<file path="config.mk">
export PLATFORM = sky130hd
export DESIGN_NAME = pipe_ctrl_flat
export DESIGN_NICKNAME = d
export VERILOG_FILES = /design/src/rtl/pipe_ctrl_if.sv /design/src/rtl/pipe_ctrl.sv /design/src/flat_wrapper.sv
export SDC_FILE = /design/constraint.sdc
export NUM_CORES = 1
export LEC_CHECK = 0
export BUFFER_PORTS_ARGS = -buffer_cell sky130_fd_sc_hd__buf_2
export CORE_ASPECT_RATIO = 0.9
export CORE_MARGIN = 2
export CORE_UTILIZATION = 40
export DETAILED_ROUTE_END_ITERATION = 12
export GPL_TIMING_DRIVEN = 0
export PLACE_DENSITY = 0.64
export SLEW_MARGIN = 0
export SYNTH_ARGS = -nofsm -noshare
export SYNTH_HDL_FRONTEND = slang
export SYNTH_SLANG_ARGS = --single-unit
</file>
<file path="constraint.sdc">
create_clock -name clk -period 1.9 [get_ports clk]
set_clock_uncertainty 0.05 [all_clocks]
set_input_delay 0.285 -clock clk [delete_from_list [all_inputs] [get_ports clk]]
set_output_delay 0.285 -clock clk [all_outputs]
set_load 0.05 [all_outputs]
</file>
<file path="src/rtl/pipe_ctrl_if.sv">
// rtl/pipe_ctrl_if.sv - pipeline control bundle; Step_Req exists only with SINGLE_STEP_EN
interface pipe_ctrl_if #(
   parameter int CNT_W = 16
);
   logic             BranchTK;
   logic             Reg_W_EN;
   logic [2:0]       Rd;
   logic [2:0]       Rs1;
   logic [2:0]       Rs2;
   logic             Halt_Req;
`ifdef SINGLE_STEP_EN
   logic             Step_Req;
`endif
   logic             PC_En;
   logic             IF2ID_Flush;
   logic             ID2EXE_Flush;
   logic             Fwd_A;
   logic             Fwd_B;
   logic             Halted;
   logic [CNT_W-1:0] Flush_Cnt;
   logic [CNT_W-1:0] Stall_Cnt;

   modport master (
`ifdef SINGLE_STEP_EN
      output Step_Req,
`endif
      output BranchTK, output Reg_W_EN, output Rd, output Rs1, output Rs2, output Halt_Req,
      input PC_En, input IF2ID_Flush, input ID2EXE_Flush, input Fwd_A, input Fwd_B,
      input Halted, input Flush_Cnt, input Stall_Cnt
   );

   modport slave (
`ifdef SINGLE_STEP_EN
      input Step_Req,
`endif
      input BranchTK, input Reg_W_EN, input Rd, input Rs1, input Rs2, input Halt_Req,
      output PC_En, output IF2ID_Flush, output ID2EXE_Flush, output Fwd_A, output Fwd_B,
      output Halted, output Flush_Cnt, output Stall_Cnt
   );
endinterface

</file>
<file path="src/rtl/pipe_ctrl.sv">
// rtl/pipe_ctrl.sv - pipeline flush/stall/halt controller with forwarding; SINGLE_STEP_EN adds single-step
module pipe_ctrl #(
   parameter int DRAIN_CYCLES = 2,
   parameter int CNT_W        = 16
) (
   input logic        clk,
   input logic        Reset,
   pipe_ctrl_if.slave bus
);
   localparam int DW = $clog2(DRAIN_CYCLES + 1);

`ifdef SINGLE_STEP_EN
   typedef enum logic [1:0] {RUN, DRAIN, HALTED, STEP} state_t;
`else
   typedef enum logic [1:0] {RUN, DRAIN, HALTED} state_t;
`endif

   state_t           state_q, state_d;
   logic [DW-1:0]    drain_q, drain_d;
   logic [CNT_W-1:0] flush_cnt, stall_cnt;
   logic             pc_en, if2id_flush, id2exe_flush, halted;

`ifdef SINGLE_STEP_EN
   logic step_q;
   logic step_rise;
   assign step_rise = bus.Step_Req & ~step_q;
`endif

   always_ff @(posedge clk or posedge Reset) begin
      if (Reset) begin
         state_q <= RUN;
         drain_q <= '0;
      end else begin
         state_q <= state_d;
         drain_q <= drain_d;
      end
   end

   always_comb begin
      state_d      = state_q;
      drain_d      = drain_q;
      pc_en        = 1'b1;
      if2id_flush  = 1'b0;
      id2exe_flush = 1'b0;
      halted       = 1'b0;
      case (state_q)
         RUN: begin
            if (bus.Halt_Req) begin
               pc_en       = 1'b0;
               if2id_flush = 1'b1;
               state_d     = DRAIN;
               drain_d     = DW'(DRAIN_CYCLES - 1);
            end
         end
         DRAIN: begin
            // the halting RUN cycle is the first bubble, so leave as the count hits zero
            pc_en       = 1'b0;
            if2id_flush = 1'b1;
            if (drain_q > DW'(1)) begin
               drain_d = drain_q - DW'(1);
            end else begin
               drain_d = '0;
               state_d = HALTED;
            end
         end
         HALTED: begin
            pc_en        = 1'b0;
            id2exe_flush = 1'b1;
            halted       = 1'b1;
            if (!bus.Halt_Req) begin
               state_d = RUN;
            end
`ifdef SINGLE_STEP_EN
            else if (step_rise) begin
               state_d = STEP;
            end
`endif
         end
`ifdef SINGLE_STEP_EN
         STEP: begin
            state_d = DRAIN;
            drain_d = DW'(DRAIN_CYCLES - 1);
         end
`endif
         default: begin
            state_d = RUN;
            drain_d = '0;
         end
      endcase
      if (bus.BranchTK) begin
         if2id_flush  = 1'b1;
         id2exe_flush = 1'b1;
      end
   end

   always_ff @(posedge clk or posedge Reset) begin
      if (Reset) begin
         flush_cnt <= '0;
         stall_cnt <= '0;
      end else begin
         if (bus.BranchTK && (flush_cnt != '1)) begin
            flush_cnt <= flush_cnt + CNT_W'(1);
         end
         if (!pc_en && (stall_cnt != '1)) begin
            stall_cnt <= stall_cnt + CNT_W'(1);
         end
      end
   end

`ifdef SINGLE_STEP_EN
   always_ff @(posedge clk or posedge Reset) begin
      if (Reset) begin
         step_q <= 1'b0;
      end else begin
         step_q <= bus.Step_Req;
      end
   end
`endif

   assign bus.PC_En        = pc_en;
   assign bus.IF2ID_Flush  = if2id_flush;
   assign bus.ID2EXE_Flush = id2exe_flush;
   assign bus.Halted       = halted;
   assign bus.Flush_Cnt    = flush_cnt;
   assign bus.Stall_Cnt    = stall_cnt;
   assign bus.Fwd_A        = bus.Reg_W_EN && (bus.Rd == bus.Rs1) && (bus.Rd != 3'd0);
   assign bus.Fwd_B        = bus.Reg_W_EN && (bus.Rd == bus.Rs2) && (bus.Rd != 3'd0);
endmodule

</file>
<file path="src/flat_wrapper.sv">
// flat-port wrapper written by rule: the top's interface ports become plain ports
module pipe_ctrl_flat 
#(
   parameter int DRAIN_CYCLES = 2,
   parameter int CNT_W        = 16
)
  (clk, Reset, bus_BranchTK, bus_Reg_W_EN, bus_Rd, bus_Rs1, bus_Rs2, bus_Halt_Req, bus_PC_En, bus_IF2ID_Flush, bus_ID2EXE_Flush, bus_Fwd_A, bus_Fwd_B, bus_Halted, bus_Flush_Cnt, bus_Stall_Cnt);
  pipe_ctrl_if #(.CNT_W(CNT_W)) bus_i ();
  input logic clk;
  input logic Reset;
  input wire logic [$bits(bus_i.BranchTK)-1:0] bus_BranchTK;
  input wire logic [$bits(bus_i.Reg_W_EN)-1:0] bus_Reg_W_EN;
  input wire logic [$bits(bus_i.Rd)-1:0] bus_Rd;
  input wire logic [$bits(bus_i.Rs1)-1:0] bus_Rs1;
  input wire logic [$bits(bus_i.Rs2)-1:0] bus_Rs2;
  input wire logic [$bits(bus_i.Halt_Req)-1:0] bus_Halt_Req;
  output wire logic [$bits(bus_i.PC_En)-1:0] bus_PC_En;
  output wire logic [$bits(bus_i.IF2ID_Flush)-1:0] bus_IF2ID_Flush;
  output wire logic [$bits(bus_i.ID2EXE_Flush)-1:0] bus_ID2EXE_Flush;
  output wire logic [$bits(bus_i.Fwd_A)-1:0] bus_Fwd_A;
  output wire logic [$bits(bus_i.Fwd_B)-1:0] bus_Fwd_B;
  output wire logic [$bits(bus_i.Halted)-1:0] bus_Halted;
  output wire logic [$bits(bus_i.Flush_Cnt)-1:0] bus_Flush_Cnt;
  output wire logic [$bits(bus_i.Stall_Cnt)-1:0] bus_Stall_Cnt;
  assign bus_i.BranchTK = bus_BranchTK;
  assign bus_i.Reg_W_EN = bus_Reg_W_EN;
  assign bus_i.Rd = bus_Rd;
  assign bus_i.Rs1 = bus_Rs1;
  assign bus_i.Rs2 = bus_Rs2;
  assign bus_i.Halt_Req = bus_Halt_Req;
  assign bus_PC_En = bus_i.PC_En;
  assign bus_IF2ID_Flush = bus_i.IF2ID_Flush;
  assign bus_ID2EXE_Flush = bus_i.ID2EXE_Flush;
  assign bus_Fwd_A = bus_i.Fwd_A;
  assign bus_Fwd_B = bus_i.Fwd_B;
  assign bus_Halted = bus_i.Halted;
  assign bus_Flush_Cnt = bus_i.Flush_Cnt;
  assign bus_Stall_Cnt = bus_i.Stall_Cnt;
  pipe_ctrl #(.DRAIN_CYCLES(DRAIN_CYCLES), .CNT_W(CNT_W)) u_core (.clk(clk), .Reset(Reset), .bus(bus_i));
endmodule
</file>
# Yosys cells after proc, flatten, opt, wreduce, memory -nomap -nowiden
# Index checks and enable logic that the tools add are counted.
# op_classes
add_sub_neg	3
eq_ne	9
n_reduce_logical	12
magnitude_cmp	1
muxes	13
bitwise	1
# op_table
op	count
$add A16 B1 Y16 const B	2
$ne A16 B16 Y1 const B	2
$pmux W2 S3	2
$mux W2	4
$eq A3 B3 Y1	2
$logic_and A1 B1 Y1	6
$ne A2 B2 Y1 const B	3
$mux W1	5
$pmux W1 S2	2
$reduce_and A3 Y1	1
$reduce_bool A3 Y1	1
$eq A2 B1 Y1 const B	1
$eq A2 B2 Y1 const B	1
$gt A2 B1 Y1 const B	1
$logic_not A2 Y1	1
$reduce_and A2 Y1	1
$reduce_or A2 Y1	1
$sub A2 B1 Y2 const B	1
$logic_not A1 Y1	1
$not A1 Y1	1
# word_totals
input_bits	14
elab_cells	43
out_inout_bits	38
register_bits	36

# Depth between registers and ports, before layout
# logic_depth
depth_word	5
mapped_depth	6
depth_no_buf	5

# Worst setup path before layout
# Ideal clock, no wire load.
# synth_timing
path_kind	register to register
start	reg u_core.stall_cnt[0], in the netlist u_core.bus.Stall_Cnt[0]
end	reg u_core.stall_cnt[3], in the netlist u_core.bus.Stall_Cnt[3]
setup_ns	0.145
path_slack_ns	-0.118
path_buffers	1
required_time_ns	1.705
path_stages_with_launch	7
synth_period_minus_slack_ns	2.018
arrival_time_ns	1.823
cell_sequence	dfrtp_1 -> ha_1 -> nand4_1 -> nor4_4 -> buf_6 -> nor3_1 -> xor2_1
# synth_via
elab_chain_len	2
elab_cells_between_ends	3
cone_classes	add/sub: 1; eq/ne: 1; reduce/logical: 1
# synth_lines
item	line_no	text
start, declared	pipe_ctrl.sv:20	logic [CNT_W-1:0] flush_cnt, stall_cnt;
start signal, assigned	pipe_ctrl.sv:105	stall_cnt <= stall_cnt + CNT_W'(1);
parallel branches: the longest is 2 deep, another holds $add A16 B1 Y16	-	
# Parallel ways; which one is timed is not known.
# A chain may end at the register's enable or synchronous reset.

# Worst setup path after layout
# layout_timing
start	reg u_core.state_q[0]
end	out bus_PC_En
# layout_via
elab_chain_len	3
elab_cells_between_ends	5
cone_classes	eq/ne: 2; mux: 1; reduce/logical: 2
# layout_lines
item	line_no	text
start, declared	pipe_ctrl.sv:18	state_t state_q, state_d;
start signal, assigned	pipe_ctrl.sv:34	state_q <= state_d;
$eq A2 B1 Y1 / $eq A2 B2 Y1 (equally long branches)	pipe_ctrl.sv:46	case (state_q)
$reduce_or A2 Y1 (no source line)	-	
$pmux W1 S2 *	pipe_ctrl.sv:46	
end, declared	flat_wrapper.sv:17	output wire logic [$bits(bus_i.PC_En)-1:0] bus_PC_En;
# Every way passes the cells marked *; elsewhere a longest branch is shown, timed or not.

==> results.sh <==
export IMPL_grt_pass1_wl_um=6730
export IMPL_cap_violations=0
export IMPL_post_cts_setup_buffers=0
export IMPL_yosys_register_bits=36
export IMPL_instances_no_fill=310
export IMPL_core_area_um2=4740
export IMPL_die_w_um=77.4
export IMPL_max_slew_margin_pct=49.5
export IMPL_grt_overflow_total=0
export IMPL_grt_pass1_vias=1441
export IMPL_ff2ff_path_depth=6
export IMPL_yosysTopAreaCellShare_pct=46.5
export IMPL_pre_cts_ws_ps=128
export IMPL_setup_tns_final_ps=0
export IMPL_drive_gt1_share_pct=30.6
export IMPL_required_ps=1560
export IMPL_drtPass1Iterations=2
export IMPL_synth_async_reset_ratio_pct=100
export IMPL_syn_avg_cell_area_um2=10.3
export IMPL_hold_class="in -> async"
export IMPL_cts_inserted_buffers=5
export IMPL_synth_most_common_cell="dfrtp_1"
export IMPL_drv_slew=0
export IMPL_fin_ws_ps=50.1
export IMPL_worstSetupPathType="reg -> out"
export IMPL_yosysSeqAreaShare_pct=46.5
export IMPL_port_buffer_count=49
export IMPL_cts_sinks=36
export IMPL_fin_crit_sh_pct=97.4
export IMPL_drc=0
export IMPL_tightestPinTransition_ps=757
export IMPL_insertion_delay_ps=280
export IMPL_root_buffer="clkbuf_8"
export IMPL_r2r_end="u_core.bus.Stall_Cnt[7]"
export IMPL_synth_ff_type="dfrtp_1"
export IMPL_routed_via_density=5.17
export IMPL_drt_iter0_drc=76
export IMPL_ctsHoldBuffers=0
export IMPL_slowest_delay_ps=440
export IMPL_dp_hpwl_um=2860
export IMPL_cts_buffer_depth=2
export IMPL_cp_cell_sequence="buf_2 > or3_4 > nand2_4 > buf_8"
export IMPL_synth_distinct_cells=49
export IMPL_wirelength_um=3970
export IMPL_ioPinCount=52
export IMPL_critical_path_buf_inv_count=2
export IMPL_dr_total_vias=1602
export IMPL_hold_ws_ps=78.7
export IMPL_core_rowCount=24
export IMPL_synth_area_leaders="dfrtp_1, xor2_1, xnor2_1"
export IMPL_endpoint_kind="output port"
export IMPL_arrival_ps=1510
export IMPL_dp_cells=302
export IMPL_tritoncts="done"
export IMPL_diodes=0
export IMPL_initial_utilization_pct=40.8
export IMPL_ir_drop_uv=903
export IMPL_areaGrowthSynthToFinish_pct=22.3
export IMPL_nets=260
export IMPL_yosys_area_top_type="dfrtp_1"
export IMPL_grt_max_degree=37
export IMPL_p_per_area_nw_per_um2=1290
export IMPL_hold_viol_final=0
export IMPL_ant_nets=0
export IMPL_leakage_nw=1.17
export IMPL_status="finished clean"
export IMPL_synth_fp_nets=204
export IMPL_grtUsageTotal_pct=15.4
export IMPL_setup_viol=0
export IMPL_fin_crit_ps=1850
export IMPL_cp_slowest_cell="or3_4"
export IMPL_dieHeight_um=70.0
export IMPL_dieArea_um2=5420
export IMPL_path_clk_slew_ps=70
export IMPL_cp_top_family="simple AND/OR/NAND/NOR gates"
export IMPL_crit_fanout=10
export IMPL_synth_edf_count=0
export IMPL_regToRegSetupSlack_ps=130
export IMPL_place_congestion=0.812
export IMPL_synth_common_cells="dfrtp_1, xor2_1, nand2_1, xnor2_1, nand3_1"
export IMPL_yosysWarnings=0
export IMPL_synth_cells=188
export IMPL_syn_cell_area_um2=1940
export IMPL_antenna_found_initial=0
export IMPL_rsz0062_at_grt="no"
export IMPL_wl_per_cell_um=12.8
export IMPL_htreeDepth=2
export IMPL_post_cts_resize_count=4
export IMPL_r2r_start="u_core.bus.Stall_Cnt[0]"
export IMPL_start_kind="flip-flop"
export IMPL_timing_fmax_mhz=541
state kept, by name, summed over array words and instances, names as in the netlist:
signal,flops
u_core.bus.Flush_Cnt,16
u_core.bus.Stall_Cnt,16
u_core.drain_q,2
u_core.state_q,2
layout by cell type, fill, tap and decap left out, types with 9 or more instances in the layout:
cell type and n:
buf_2 51, dfrtp_1 30, xor2_1 15, nand2_1 14, xnor2_1 12, nand3_1 11, nand4_1 10, and3_1 9
nor2_1 9, a21oi_1 9
logic make-up (layout without fill, tap and decap cells):
kind of cell	after synthesis	count (layout)	share of synthesized area (%)
buffers and inverters	8	65	2.20
AOI/OAI and AO/OA	22	22	7.49
xor gates and xnor gates	27	27	12.2
adders and majority gates	2	2	1.29
DFF	36	36	46.5
and+or+nand+nor	88	88	27.5
muxes	5	5	2.84
metrics by stage:
step	power (mW)	utilization [%]	area, µm²
after global routing	3.24	49.9	2370
after detailed placement	2.53	47.9	2270
after global placement	2.51	47.9	2270
final	3.06	49.9	2370
after floorplan	2.21	-	1950
after CTS	3.09	49.9	2370
report_power, final:
part,internal (mW),switching (mW),leakage (nW),total (mW)
Sequential,0.953,0.216,0.465,1.17
Clock,0.261,0.264,0.0395,0.525
Combinational,0.394,0.973,0.662,1.37
Total,1.61,1.45,1.17,3.06
metal layers:
| metal | share of wire [%] | global-route usage (%) |
|---|---|---|
| met5 | 0 | 0 |
| met4 | 1.4 | 4.76 |
| met3 | 4.2 | 4.13 |
| met2 | 43 | 22.8 |
| met1 | 51 | 21.9 |
worst max-delay path by stage:
stage / from / to / slack, ps / cells after the start
5_1_grt: u_core.state_q[0] / bus_PC_En / 0.2 / 4
4_1_cts: u_core.state_q[0] / bus_PC_En / 30 / 4
2_1_floorplan: u_core.bus.Stall_Cnt[9] / u_core.bus.Stall_Cnt[3] / 1 / 5
3_5_place_dp: u_core.bus.Stall_Cnt[0] / u_core.bus.Stall_Cnt[11] / 130 / 6
6_report: u_core.state_q[0] / bus_PC_En / 50 / 4
3_3_place_gp: Reset / u_core.bus.Flush_Cnt[0] / 80 / 2
layout make-up:
type / count / area, µm²
Buffer: 7 / 38.8
Clock buffer: 8 / 80.1
Inverter: 1 / 3.75
Timing Repair Buffer: 49 / 255
Tap cell: 65 / 81.3
Multi-Input combinational cell: 144 / 1000
Fill cell: 481 / 2380
Sequential cell: 36 / 908
No activity file was read; power rests on OpenSTA's default activity.
